$ cat src/rtl/pipe_pkg.sv
// Shared definitions for the inter-stage pipeline register with skid buffer:
// occupancy states, level width and the default nop word.
package pipe_pkg;

    typedef enum logic [1:0] {
        EMPTY = 2'd0,
        ONE   = 2'd1,
        FULL  = 2'd2
    } state_t;

    localparam int LEVEL_W = 2;

    // All-zero IR decodes as MIPS sll $0,$0,0.
    localparam logic [31:0] NOP_WORD = 32'h0000_0000;

    function automatic logic [LEVEL_W-1:0] state_level(input state_t s);
        case (s)
            EMPTY:   return 2'd0;
            ONE:     return 2'd1;
            FULL:    return 2'd2;
            default: return 2'd0;
        endcase
    endfunction

endpackage

$ cat src/rtl/pipe_stage_skid_if.sv
// Valid/ready/data handshake bundle for one side of a pipeline boundary.
interface pipe_stage_skid_if #(
    parameter int WIDTH = 160
);
    logic             valid;
    logic             ready;
    logic [WIDTH-1:0] data;

    modport master (output valid, output data, input ready);
    modport slave  (input valid, input data, output ready);
endinterface

$ cat src/rtl/pipe_slot.sv
// One payload register of the stage: async reset and synchronous clear both
// return it to the nop value; clear takes priority over load.
module pipe_slot import pipe_pkg::*; #(
    parameter int               WIDTH     = 160,
    parameter logic [WIDTH-1:0] NOP_VALUE = '0
) (
    input  logic             clk,
    input  logic             reset,
    input  logic             clear,
    input  logic             load,
    input  logic [WIDTH-1:0] load_value,
    output logic [WIDTH-1:0] q
);

    // Payload storage
    always_ff @(posedge clk or posedge reset) begin
        if (reset) begin
            q <= NOP_VALUE;
        end else if (clear) begin
            q <= NOP_VALUE;
        end else if (load) begin
            q <= load_value;
        end else begin
            q <= q;
        end
    end

endmodule

$ cat src/rtl/pipe_stage_skid.sv
// Inter-stage pipeline register with a two-entry skid buffer and flush.
// The main slot always holds the older beat and drives the downstream side.
module pipe_stage_skid import pipe_pkg::*; #(
    parameter int               WIDTH     = 160,
    parameter logic [WIDTH-1:0] NOP_VALUE = WIDTH'({((WIDTH + 31) / 32){NOP_WORD}})
) (
    input  logic                   clk,
    input  logic                   reset,
    input  logic                   flush,
    pipe_stage_skid_if.slave       up,
    pipe_stage_skid_if.master      dn,
    output logic [LEVEL_W-1:0]     level
);

    state_t           state_r;
    state_t           state_s;
    logic             in_ready_s;
    logic             in_acc_s;
    logic             out_acc_s;
    logic             main_load_s;
    logic             main_clr_s;
    logic [WIDTH-1:0] main_val_s;
    logic             skid_load_s;
    logic             skid_clr_s;
    logic [WIDTH-1:0] main_q;
    logic [WIDTH-1:0] skid_q;

    // Ready is decoded from state only so out_ready never reaches in_ready.
    assign in_ready_s = !reset && (state_r != FULL);
    assign in_acc_s   = up.valid && in_ready_s;
    assign out_acc_s  = (state_r != EMPTY) && dn.ready;

    assign up.ready = in_ready_s;
    assign dn.valid = (state_r != EMPTY);
    assign dn.data  = main_q;
    assign level    = state_level(state_r);

    // Occupancy state register
    always_ff @(posedge clk or posedge reset) begin
        if (reset) begin
            state_r <= EMPTY;
        end else begin
            state_r <= state_s;
        end
    end

    // Next state and slot controls
    always_comb begin
        state_s     = state_r;
        main_load_s = 1'b0;
        main_clr_s  = 1'b0;
        main_val_s  = up.data;
        skid_load_s = 1'b0;
        skid_clr_s  = 1'b0;
        if (flush) begin
            state_s    = EMPTY;
            main_clr_s = 1'b1;
            skid_clr_s = 1'b1;
        end else begin
            case (state_r)
                EMPTY: begin
                    if (in_acc_s) begin
                        main_load_s = 1'b1;
                        state_s     = ONE;
                    end else begin
                        state_s = EMPTY;
                    end
                end
                ONE: begin
                    if (in_acc_s && out_acc_s) begin
                        main_load_s = 1'b1;
                    end else if (in_acc_s) begin
                        skid_load_s = 1'b1;
                        state_s     = FULL;
                    end else if (out_acc_s) begin
                        main_clr_s = 1'b1;
                        state_s    = EMPTY;
                    end else begin
                        state_s = ONE;
                    end
                end
                FULL: begin
                    // The skid beat is younger, so it moves up into main.
                    if (out_acc_s) begin
                        main_load_s = 1'b1;
                        main_val_s  = skid_q;
                        skid_clr_s  = 1'b1;
                        state_s     = ONE;
                    end else begin
                        state_s = FULL;
                    end
                end
                default: begin
                    state_s    = EMPTY;
                    main_clr_s = 1'b1;
                    skid_clr_s = 1'b1;
                end
            endcase
        end
    end

    pipe_slot #(.WIDTH(WIDTH), .NOP_VALUE(NOP_VALUE)) u_main (
        .clk        (clk),
        .reset      (reset),
        .clear      (main_clr_s),
        .load       (main_load_s),
        .load_value (main_val_s),
        .q          (main_q)
    );

    pipe_slot #(.WIDTH(WIDTH), .NOP_VALUE(NOP_VALUE)) u_skid (
        .clk        (clk),
        .reset      (reset),
        .clear      (skid_clr_s),
        .load       (skid_load_s),
        .load_value (up.data),
        .q          (skid_q)
    );

endmodule

$ cat src/flat_wrapper.sv
// flat-port wrapper written by rule: the top's interface ports become plain ports
module pipe_stage_skid_flat import pipe_pkg::*;
#(
    parameter int               WIDTH     = 160,
    parameter logic [WIDTH-1:0] NOP_VALUE = WIDTH'({((WIDTH + 31) / 32){NOP_WORD}})
)
  (clk, reset, flush, level, up_valid, up_data, up_ready, dn_valid, dn_data, dn_ready);
  pipe_stage_skid_if #(.WIDTH(WIDTH)) up_i ();
  pipe_stage_skid_if #(.WIDTH(WIDTH)) dn_i ();
  input  logic clk;
  input  logic reset;
  input  logic flush;
  output logic [LEVEL_W-1:0] level;
  input wire logic [$bits(up_i.valid)-1:0] up_valid;
  input wire logic [$bits(up_i.data)-1:0] up_data;
  output wire logic [$bits(up_i.ready)-1:0] up_ready;
  output wire logic [$bits(dn_i.valid)-1:0] dn_valid;
  output wire logic [$bits(dn_i.data)-1:0] dn_data;
  input wire logic [$bits(dn_i.ready)-1:0] dn_ready;
  assign up_i.valid = up_valid;
  assign up_i.data = up_data;
  assign up_ready = up_i.ready;
  assign dn_valid = dn_i.valid;
  assign dn_data = dn_i.data;
  assign dn_i.ready = dn_ready;
  pipe_stage_skid #(.WIDTH(WIDTH), .NOP_VALUE(NOP_VALUE)) u_core (.clk(clk), .reset(reset), .flush(flush), .up(up_i), .dn(dn_i), .level(level));
endmodule
$ cat config.mk
export PLATFORM = sky130hd
export DESIGN_NAME = pipe_stage_skid_flat
export DESIGN_NICKNAME = d
export VERILOG_FILES = /design/src/rtl/pipe_pkg.sv /design/src/rtl/pipe_stage_skid_if.sv /design/src/rtl/pipe_slot.sv /design/src/rtl/pipe_stage_skid.sv /design/src/flat_wrapper.sv
export SDC_FILE = /design/constraint.sdc
export NUM_CORES = 1
export LEC_CHECK = 0
export CAP_MARGIN = 20
export CORE_UTILIZATION = 42
export DETAILED_ROUTE_END_ITERATION = 7
export DONT_BUFFER_PORTS = 1
export SLEW_MARGIN = 25
export SYNTH_ARGS = -nofsm -noshare
export SYNTH_HDL_FRONTEND = slang
export SYNTH_SLANG_ARGS = --single-unit
$ cat constraint.sdc
create_clock -name clk -period 16.4 [get_ports clk]
set_input_delay 4.92 -clock clk [delete_from_list [all_inputs] [get_ports clk]]
set_output_delay 4.92 -clock clk [all_outputs]
set_load 0.01 [all_outputs]
# Yosys cells after proc, flatten, opt, wreduce, memory -nomap -nowiden
# Cells that the tools add are included.
dict set report totals {
  register_bits 322
}
dict set report classes {
  n_eq_ne 4
  n_mux 29
  n_reduce_logical 11
}
# operator count
set ops {}
lappend ops {{2-to-1 mux 160 bit} 7}
lappend ops {{2-to-1 mux 1 bit} 13}
lappend ops {{2-to-1 mux 2 bit} 4}
lappend ops {{case mux 2 bit (3 select lines)} 1}
lappend ops {{nonzero test 2 bit} 3}
lappend ops {{logical AND 1 bit} 4}
lappend ops {{case mux 1 bit (2 select lines)} 2}
lappend ops {{case mux 2 bit (2 select lines)} 1}
lappend ops {{OR reduction 2 bit} 2}
lappend ops {{inequality test 3 bit (second input constant)} 1}
lappend ops {{case mux 1 bit (3 select lines)} 1}
lappend ops {{== test 2 x 1 -> 1 bit (second input constant)} 1}
lappend ops {{== test 2 bit (second input constant)} 1}
lappend ops {{zero test 2 bit} 1}
lappend ops {{inequality test 2 bit (second input constant)} 1}
lappend ops {{zero test 1 bit} 1}

# Longest topological paths before layout
dict set report depth {
  ltp_word 9
  depth_mapped 7
}

# Cells and area by module
# A second synthesis with hierarchy kept.
dict set report hier_totals {
  hier_cells 1237
  area_unflattened_um2 15105.7
}
# module n_inst cells_each area_per_inst_um2 seq_area_each_um2
set by_module_without_submodules {}
lappend by_module_without_submodules {pipe_slot 2 517 6497.5 4003.8}
lappend by_module_without_submodules {pipe_stage_skid 1 203 2110.8 50.0}

# Least setup slack after synthesis
# Ideal clock, no wire load.
dict set report synth_path {
  path_kind {input port to output port}
  from {in reset}
  to {out up_ready}
  t_arrival_ns 5.089
  required_ns 11.480
  path_slack_ns 6.391
  path_stages 1
  n_path_buf 0
  cell_sequence {nor2_1}
}
dict set report synth_between {
  elab_chain_len 2
}
# item line_no
set synth_lines {}
lappend synth_lines {{start, declared} flat_wrapper.sv:11} ;# input logic reset;
lappend synth_lines {{zero test 1 bit (no source line)} n/a}
lappend synth_lines {{logical AND 1 bit} pipe_stage_skid.sv:29} ;# assign in_ready_s = !reset && (state_r != FULL);
lappend synth_lines {{end, declared} flat_wrapper.sv:16} ;# output wire logic [$bits(up_i.ready)-1:0] up_ready;
# Every way passes these cells.

# Worst setup path after layout
# Ends and elaborated chain as after synthesis.

==> impl_metrics.json <==
{
  "hpwl_mm": 19.2,
  "worst_pin_slew_ns": 1.03,
  "peakVddDrop_v": 0.0000951,
  "multi_input_area_um2": 4820,
  "nFillCells": 2832,
  "cp-start-kind": "primary input",
  "cts_sinks": 322,
  "reg2reg_from": "u_core.state_r[0]",
  "routabilityCongestion": 0.759,
  "min_path_cells": 1,
  "htree_levels": 2,
  "cts_inserted_buffers": 37,
  "synth-seq-cells": 322,
  "cap_violations": 0,
  "hold_start": "u_core.u_skid.q[125]",
  "die_h_um": 181,
  "ant_nets": 0,
  "cts_resized": 0,
  "die_x_um": 181,
  "synth_fp_nets": 1256,
  "layout_common_cells": "dfrtp_1, mux2i_1, a21oi_1, a22o_1, o21ai_0",
  "critPathMaxStageDelay_ns": 0.19,
  "synth_area_um2": 13400,
  "std_cell_rows": 65,
  "layout_worst_path_cycle_share": 0.611,
  "setup_slack_ns": 6.37,
  "drc": 0,
  "timing.hold.ws_ns": 0.501,
  "first_global_vias": 8718,
  "place_ws_ns": 6.37,
  "synth_seq_area_share": 0.600,
  "critical_path.top_delay_family": "simple AND/OR/NAND/NOR gates",
  "fp.coreArea_um2": 31500,
  "wl_mm": 32.7,
  "post-route-min-period_ns": 10.03,
  "intPower_uw": 1370,
  "min_to": "u_core.u_skid.q[125]",
  "power_uw": 1800,
  "min_path_type": "reg -> reg",
  "syn_to_final_growth_pct": 9.62,
  "die_area_um2": 32700,
  "gr-usage-all-layers": 0.198,
  "cts_tree": "built",
  "rsz0062_at_grt": "false",
  "firstDrtPassIters": 4,
  "clockPowerShare": 0.449,
  "status": "complete, no violations",
  "nets": 1205,
  "p_leak_uw": 0.00639,
  "layout-drive-gt1-share": 0.0697,
  "r2r_end": "u_core.u_main.q[16]",
  "setup_viol": 0,
  "critical-path-slowest-cell": "nor2_1",
  "cts-root-buf": "clkbuf_16",
  "dr_total_vias": 8692,
  "comb_power_share": 0.061,
  "grt_max_degree": 124,
  "io_pins": 329,
  "critical_path_required_ns": 11.48,
  "final_common_cell": "dfrtp_1",
  "seqCellArea_um2": 8060,
  "max-slew-margin-rel": 0.314,
  "hold_violations": 0,
  "clockBufferDepth": 3,
  "power_density_nw_per_um2": 123,
  "postCtsHoldBufs": 0,
  "worstSetupPathType": "in -> out",
  "path_cells": "nor2_1",
  "initialDrtViolationCount": 617,
  "cts.clk_slew.worst_paths_ns": 0.06,
  "crit_arrival_ns": 5.11,
  "fin_setup_tns_ns": 0,
  "switching_share": 0.240,
  "p_sw_uw": 434,
  "syn_avg_cell_area_um2": 12.3,
  "reg2reg_depth": 6,
  "r2r_slack_ns": 12.89,
  "crit_fanout": 5,
  "synth_warnings": 0,
  "synth_cell_type_count": 30,
  "grt_overflow": 0,
  "endpoint_kind": "primary output",
  "cts_setup_buffers": 0,
  "grt_pass1_wl_mm": 52.0,
  "clk_latency_ns": 0.50,
  "pwr-share-seq": 0.490,
  "finalClockSkew_ns": 0.0125,
  "slew_viol_final": 0,
  "wire_per_inst_um": 22.3,
  "critical_path_buf_inv_count": 0,
  "initial_core_util": 0.427,
  "antenna_found_initial": 0,
  "syn-instance-count": 1091,
  "port_buffers": 0,
  "fmax_mhz": 99.7,
  "avgViaCountPerCell": 5.93
}
metal layers:
| layer | track usage | vias to the layer above | wire length, um |
|---|---|---|---|
| li1 | - | 3974 | - |
| met1 | 0.272 | 4389 | 14400 |
| met3 | 0.0728 | 46 | 3060 |
| met5 | 0 | - | 0 |
| met4 | 0.0591 | 0 | 722 |
| met2 | 0.293 | 283 | 14500 |
worst max path at each step:
stage | depth (start not counted) | slack [ns] | end | startpoint
global route | 1 | 6.34 | up_ready | reset
detailed placement | 1 | 6.37 | up_ready | reset
finish | 1 | 6.37 | up_ready | reset
floorplan | 1 | 2.57 | u_core.state_r[0] | reset
CTS | 1 | 6.37 | up_ready | reset
global placement | 1 | 6.36 | up_ready | reset
stage by stage:
| stage | instances | instance area [um2] | utilization |
|---|---|---|---|
| floorplan | 1091 | 13400 | - |
| global placement | 1402 | 13500 | 0.429 |
| detailed placement | 1402 | 13500 | 0.429 |
| CTS | 1463 | 14700 | 0.467 |
| global route | 1464 | 14700 | 0.467 |
| finish | 1465 | 14700 | 0.468 |
synth_stat cells:
master | instances | area (um2)
a22o_1 | 160 | 1400
o21ai_0 | 154 | 771
nor2_1 | 1 | 3.75
nand2b_4 | 1 | 13.8
a21oi_2 | 1 | 8.76
dfrtp_1 | 322 | 8060
buf_6 | 10 | 113
mux2i_1 | 161 | 1610
or2_2 | 3 | 18.8
o21bai_1 | 1 | 7.51
buf_2 | 46 | 230
buf_4 | 12 | 90.1
nor3_1 | 1 | 5.00
a21o_1 | 1 | 7.51
a21oi_1 | 160 | 801
or4b_1 | 1 | 10.0
o21ai_1 | 6 | 30.0
inv_1 | 1 | 3.75
nand3b_1 | 1 | 7.51
and3b_1 | 1 | 8.76
nand3_2 | 1 | 10.0
nor3_2 | 1 | 10.0
and2b_1 | 1 | 7.51
clkbuf_1 | 35 | 131
a31oi_1 | 1 | 6.26
or3b_1 | 1 | 8.76
or4bb_1 | 1 | 11.3
a31oi_2 | 1 | 12.5
buf_1 | 2 | 7.51
nor2b_1 | 3 | 18.8
cell type report:
cell class,instances,area share
clock inverter,6,0.00884
sequential,322,0.548
inverter,1,0.000765
clock buffer,55,0.0716
tap,402,0.0342
antenna,1,0.000170
multi-input combinational,663,0.328
timing repair buffer,15,0.00901
logic make-up (layout without fill, tap and decap cells):
kind of cell,count (synthesis),after routing,synth area share
AO/OA/AOI/OAI,485,485,0.227
flip-flops,322,322,0.600
multiplexers,161,161,0.120
buffers and inverters,106,77,0.0429
AND/OR/NAND/NOR,17,17,0.00997
other,0,1,0
registers in the layout, indices dropped and copies added, names as in the netlist:
signal and count:
u_core.u_main.q 160, u_core.state_r 2, u_core.u_skid.q 160
power groups by stage:
stage          clock network, uW  registers [uW]  logic (uW)
2_1_floorplan                  0             884        90.7
3_3_place_gp                   0             898         109
3_5_place_dp                   0             897         112
4_1_cts                      834             884         112
5_1_grt                      864             888         128
6_report                     811             884         111
Note: power is estimated with default switching activity, not from simulation.
